**config.mk**
```make
export PLATFORM = sky130hd
export DESIGN_NAME = mc_control
export DESIGN_NICKNAME = d
export VERILOG_FILES = /design/src/rtl/mc_control.sv
export SDC_FILE = /design/constraint.sdc
export NUM_CORES = 1
export LEC_CHECK = 0
export ABC_AREA = 0
export CAP_MARGIN = 0
export CELL_PAD_IN_SITES_DETAIL_PLACEMENT = 0
export CELL_PAD_IN_SITES_GLOBAL_PLACEMENT = 2
export CORE_MARGIN = 5
export CORE_UTILIZATION = 31
export DETAILED_ROUTE_END_ITERATION = 7
export PLACE_DENSITY_LB_ADDON = 0.3
export SYNTH_ARGS = -nofsm -noshare
export SYNTH_HDL_FRONTEND = slang
export SYNTH_SLANG_ARGS = --single-unit
```
**constraint.sdc**
```tcl
create_clock -name clk -period 5.3 [get_ports clk]
set_clock_uncertainty 0.15 [all_clocks]
set_input_delay 1.325 -clock clk [delete_from_list [all_inputs] [get_ports clk]]
set_output_delay 1.325 -clock clk [all_outputs]
set_load 0.02 [all_outputs]
```
**src/rtl/mc_control.sv**
```systemverilog
// Multicycle main control FSM: sequences fetch/decode/execute for the R-type, lw, sw,
// beq, j and addi subset, drives every datapath enable, counts retired instructions.
//
// state  | meaning
// -------+---------------------------------------------------------------
// IDLE   | first cycle after reset, all enables low
// FETCH  | read instruction at PC, PC+4 -> PC and IR load when mem_ready
// DECODE | register read, branch target precomputed into ALUOut
// MEMADR | base + sign-extended offset for lw/sw
// MEMRD  | data read at ALUOut, holds for mem_ready
// MEMWB  | MDR -> rt
// MEMWR  | data write at ALUOut, holds for mem_ready
// EXEC   | R-type ALU operation on A,B
// ALUWB  | ALUOut -> rd
// BRANCH | A-B compare, PC <- ALUOut when zero
// JUMP   | PC <- jump target
// ADDIEX | A + sign-extended imm
// ADDIWB | ALUOut -> rt
// HALT   | trapped on illegal encoding, waits for reset
module mc_control #(
  parameter int CNT_W           = 32,
  parameter bit TRAP_ON_ILLEGAL = 1'b1
) (
  input  logic             clk,
  input  logic             rst,
  input  logic [5:0]       op,
  input  logic [5:0]       funct,
  input  logic             zero,
  input  logic             mem_ready,
  output logic             pc_en,
  output logic             ior,
  output logic             mem_read,
  output logic             mem_write,
  output logic             ir_write,
  output logic             reg_dst,
  output logic             mem_to_reg,
  output logic             reg_write,
  output logic             alu_src_a,
  output logic [1:0]       alu_src_b,
  output logic [1:0]       pc_source,
  output logic [3:0]       alu_op,
  output logic             illegal,
  output logic [CNT_W-1:0] retired
);

  localparam logic [3:0] S_IDLE   = 4'd0;
  localparam logic [3:0] S_FETCH  = 4'd1;
  localparam logic [3:0] S_DECODE = 4'd2;
  localparam logic [3:0] S_MEMADR = 4'd3;
  localparam logic [3:0] S_MEMRD  = 4'd4;
  localparam logic [3:0] S_MEMWB  = 4'd5;
  localparam logic [3:0] S_MEMWR  = 4'd6;
  localparam logic [3:0] S_EXEC   = 4'd7;
  localparam logic [3:0] S_ALUWB  = 4'd8;
  localparam logic [3:0] S_BRANCH = 4'd9;
  localparam logic [3:0] S_JUMP   = 4'd10;
  localparam logic [3:0] S_ADDIEX = 4'd11;
  localparam logic [3:0] S_ADDIWB = 4'd12;
  localparam logic [3:0] S_HALT   = 4'd13;

  localparam logic [5:0] OP_RTYPE = 6'h00;
  localparam logic [5:0] OP_J     = 6'h02;
  localparam logic [5:0] OP_BEQ   = 6'h04;
  localparam logic [5:0] OP_ADDI  = 6'h08;
  localparam logic [5:0] OP_LW    = 6'h23;
  localparam logic [5:0] OP_SW    = 6'h2B;

  localparam logic [3:0] ALU_AND = 4'd0;
  localparam logic [3:0] ALU_OR  = 4'd1;
  localparam logic [3:0] ALU_ADD = 4'd2;
  localparam logic [3:0] ALU_SUB = 4'd6;
  localparam logic [3:0] ALU_SLT = 4'd7;
  localparam logic [3:0] ALU_NOR = 4'd12;

  localparam logic [1:0] ASB_REG  = 2'b00;
  localparam logic [1:0] ASB_FOUR = 2'b01;
  localparam logic [1:0] ASB_IMM  = 2'b10;
  localparam logic [1:0] ASB_IMM4 = 2'b11;

  localparam logic [1:0] PCS_ALUOUT = 2'b01;
  localparam logic [1:0] PCS_JUMP   = 2'b10;

  logic [3:0] state;
  logic [3:0] state_nx;
  logic       retire;
  logic       flag_illegal;
  logic       funct_ok;
  logic [3:0] funct_alu_op;
  logic [3:0] exec_alu_op;
  logic       is_store;
  logic       pc_write;
  logic       pc_write_cond;

  always_comb begin
    funct_ok     = 1'b1;
    funct_alu_op = ALU_AND;
    case (funct)
      6'h20:   funct_alu_op = ALU_ADD;
      6'h22:   funct_alu_op = ALU_SUB;
      6'h24:   funct_alu_op = ALU_AND;
      6'h25:   funct_alu_op = ALU_OR;
      6'h27:   funct_alu_op = ALU_NOR;
      6'h2A:   funct_alu_op = ALU_SLT;
      default: funct_ok     = 1'b0;
    endcase
  end

  always_comb begin
    state_nx     = state;
    retire       = 1'b0;
    flag_illegal = 1'b0;
    case (state)
      S_IDLE:  state_nx = S_FETCH;
      S_FETCH: if (mem_ready) state_nx = S_DECODE;
      S_DECODE: begin
        case (op)
          OP_RTYPE: begin
            if (funct_ok) state_nx = S_EXEC;
            else          flag_illegal = 1'b1;
          end
          OP_LW, OP_SW: state_nx = S_MEMADR;
          OP_BEQ:       state_nx = S_BRANCH;
          OP_J:         state_nx = S_JUMP;
          OP_ADDI:      state_nx = S_ADDIEX;
          default:      flag_illegal = 1'b1;
        endcase
        if (flag_illegal) state_nx = TRAP_ON_ILLEGAL ? S_HALT : S_FETCH;
      end
      S_MEMADR: state_nx = is_store ? S_MEMWR : S_MEMRD;
      S_MEMRD:  if (mem_ready) state_nx = S_MEMWB;
      S_MEMWR: begin
        if (mem_ready) begin
          state_nx = S_FETCH;
          retire   = 1'b1;
        end
      end
      S_EXEC:   state_nx = S_ALUWB;
      S_ADDIEX: state_nx = S_ADDIWB;
      S_MEMWB, S_ALUWB, S_BRANCH, S_JUMP, S_ADDIWB: begin
        state_nx = S_FETCH;
        retire   = 1'b1;
      end
      S_HALT:  state_nx = S_HALT;
      default: state_nx = S_IDLE;
    endcase
  end

  // The ALU code and lw/sw choice are captured in DECODE so later states decode from registers only.
  always_ff @(posedge clk or posedge rst) begin
    if (rst) begin
      state       <= S_IDLE;
      illegal     <= 1'b0;
      retired     <= '0;
      exec_alu_op <= ALU_AND;
      is_store    <= 1'b0;
    end else begin
      state <= state_nx;
      if (flag_illegal) illegal <= 1'b1;
      if (retire)       retired <= retired + CNT_W'(1);
      if (state == S_DECODE) begin
        exec_alu_op <= funct_alu_op;
        is_store    <= (op == OP_SW);
      end
    end
  end

  always_comb begin
    pc_write      = 1'b0;
    pc_write_cond = 1'b0;
    ior           = 1'b0;
    mem_read      = 1'b0;
    mem_write     = 1'b0;
    ir_write      = 1'b0;
    reg_dst       = 1'b0;
    mem_to_reg    = 1'b0;
    reg_write     = 1'b0;
    alu_src_a     = 1'b0;
    alu_src_b     = ASB_REG;
    pc_source     = 2'b00;
    alu_op        = ALU_AND;
    case (state)
      S_FETCH: begin
        mem_read  = 1'b1;
        alu_src_b = ASB_FOUR;
        alu_op    = ALU_ADD;
        pc_write  = mem_ready;
        ir_write  = mem_ready;
      end
      S_DECODE: begin
        alu_src_b = ASB_IMM4;
        alu_op    = ALU_ADD;
      end
      S_MEMADR, S_ADDIEX: begin
        alu_src_a = 1'b1;
        alu_src_b = ASB_IMM;
        alu_op    = ALU_ADD;
      end
      S_MEMRD: begin
        mem_read = 1'b1;
        ior      = 1'b1;
      end
      S_MEMWB: begin
        reg_write  = 1'b1;
        mem_to_reg = 1'b1;
      end
      S_MEMWR: begin
        mem_write = 1'b1;
        ior       = 1'b1;
      end
      S_EXEC: begin
        alu_src_a = 1'b1;
        alu_op    = exec_alu_op;
      end
      S_ALUWB: begin
        reg_write = 1'b1;
        reg_dst   = 1'b1;
      end
      S_BRANCH: begin
        alu_src_a     = 1'b1;
        alu_op        = ALU_SUB;
        pc_source     = PCS_ALUOUT;
        pc_write_cond = 1'b1;
      end
      S_JUMP: begin
        pc_source = PCS_JUMP;
        pc_write  = 1'b1;
      end
      S_ADDIWB: reg_write = 1'b1;
      default: ;
    endcase
  end

  assign pc_en = pc_write | (pc_write_cond & zero);

endmodule

```
==> run summary <==
status: finished clean
Overflow after GRT: 0
RSZ-0062 raised after global routing: false
Slew HR: 46.7%
io pins: 66
Placed Area: 3080 um^2
commonest cells in the netlist: dfrtp_1 (42), nor2_1 (27), xor2_1 (25)
largest family of logic cells by synthesized area: simple AND/OR/NAND/NOR gates
clk_lat worst skew: 0.29 ns
worst path required time: 3.83 ns
Synth Area in Adders: 0.534%
fin crit share: 81.6%
area share of the largest cell type after synthesis: 44.8%
# rows: 31
Slew @ Worst Pin: 0.800 ns
CTS sink count: 42
Total GRT Usage: 12.8%
# diodes: 0
RD Place Congestion: 0.763
final hold viol count: 0
placed cell count: 407
DR WL/cell: 14.1 um
CTS clk-pin slew, worst paths: 0.07 ns
CORE AREA: 7290 um^2
CP max FO: 7
Synth Area in Compound Gates: 13.8%
cell count after synthesis: 252
Post-DRT Antenna Nets: 0
Yosys top cell by area: dfrtp_1
nets: 332
length of the first detailed-routing pass in iterations: 6
dominant synthesized flop cell: dfrtp_1
die area: 9400 um^2
TritonCTS clock tree: yes
post-synthesis xor/xnor area fraction: 12.7%
Final min period: 4.33 ns
largest cells by area after synthesis: dfrtp_1 (45%), xor2_1 (9.3%), nor2_1 (4.3%), nor3_1 (3.6%), xnor2_1 (3.4%)
Tot Pwr: 1.21 mW
Seq cells post-synth: 42
initial antenna violation count: 0
average size of a mapped cell: 9.30 um^2
CP arrival: 2.85 ns
async set-reset flop share out of synthesis: 100%
mux contribution to synthesized area: 0.480%
hold crit path type: reg -> reg
# hold bufs at CTS: 0
flop-to-flop setup slack: 2.71 ns
final setup TNS: 0 ns
wire length of the first global-routing pass: 10100 um
share of cells above drive strength 1: 5.70%
Post-Synth Simple-Gate Area: 23.6%
final setup vio count: 0
sequential fraction of the synthesis area: 44.8%
Initial Util: 32.2%
synth-to-layout area growth: 35.6%
Power Dens Cells: 379 nW/um^2
CTS buffer count: 5
vias: 2007
Synth cell types: 46
via/cell ratio: 4.84
Post-CTS Repair Setup Buffers: 0
Worst Setup End Kind: output port
Setup crit start kind: primary input
Die H: 97.0 um
post-cts resize count: 0
CTS root buffer: clkbuf_8
CTS max path bufs: 2
Max Clock Freq: 231 MHz
Leakage: 1.39 nW
fin util: 43.6%
DRT iter0 DRCs: 33
post-synthesis cell area: 2340 um^2
Yosys warning count: 0
# H-tree levels: 2
post-route insts no fill: 415
Max-Cap Viols: 0
top-count cell post-synth: dfrtp_1
die width: 97.0 um
drt total wl: 5860 um
worst vdd ir: 0.000126 V
EDFF count, synth: 0
Net Count, Synth: 269
Buffers on Ports: 65
fin area: 3180 um^2
largest net degree at the start of global routing: 43
kind of critical path: in -> out
max-slew violations: 0
DP HPWL: 4180 um
vias in the first global route: 1967
# DRC: 0
## cell usage in the layout (no fill, tap or decap), types with 2 or more instances in the layout
cell and n:
nand3_1 9, dfrtp_1 42, xnor2_1 9, a31oi_1 2, nor4_1 5, buf_4 2, nand4_1 2, o41ai_1 3
or3_1 2, nand2_1 17, nand3b_1 4, a211oi_1 2, and3_1 3, clkbuf_8 6, o21ai_0 9, and4_1 6
xor2_1 25, nor2b_1 2, a32o_1 5, a21oi_1 10, clkdlybuf4s50_1 65, nand2b_1 7, inv_1 11, nor3_1 17
nor2_1 27
## metrics by stage
stage / hold slack (ns) / worst slack, ns
after CTS: 0.330 / 0.957
after floorplan: 0.305 / 1.89
after global routing: 0.357 / 0.858
after global placement: 0.308 / 0.981
final: 0.321 / 0.973
after detailed placement: 0.313 / 0.961
## report_power, final
part / total, mW / internal (mW) / switching (mW)
Clock: 0.217 / 0.105 / 0.112
Combinational: 0.526 / 0.243 / 0.283
Sequential: 0.462 / 0.366 / 0.0964
Total: 1.21 / 0.714 / 0.491
## cell type report
class                   instances  area (um^2)
fillers                       761         4110
multi-input cells             187         1200
flip-flops and latches         42         1050
repair buffers                 67          666
well taps                      99          124
clock buffers                   6         82.6
inverters                      12         45.0
clock inverters                 2         12.5
## sequential cells by signal (all words and copies together), names as in the netlist
signal	flops
retired	32
exec_alu_op	4
state	4
illegal	1
is_store	1
## worst paths after layout
path,startpoint,end,cells past startpoint
setup / recovery,mem_ready,pc_en,5
hold / removal,illegal,illegal,1
setup reg to reg,state[1],retired[31],5
hold reg to reg,illegal,illegal,1
max in group asynchronous,rst,retired[24],3
min in group asynchronous,rst,retired[15],3
## metal layers
layer	wire [um]	GRT usage, %
met1	2940	18.2
met2	2530	18.8
met3	360	4.46
met4	24	2.27
met5	0	0
## worst max-delay path: stages
cell	delay (ns)
clkdlybuf4s50_1	0.61
nand2_1	0.08
nor2_1	0.13
a211o_1	0.11
clkdlybuf4s50_1	0.60
## logic make-up (layout without fill, tap and decap cells)
family / count (synthesis) / count (layout)
fa+ha+maj: 1 / 1
simple gates: 106 / 106
buf+inv: 23 / 87
mux: 1 / 1
compound gates: 45 / 45
xor+xnor: 34 / 34
flops: 42 / 42
No activity file was read; power rests on OpenSTA's default activity.
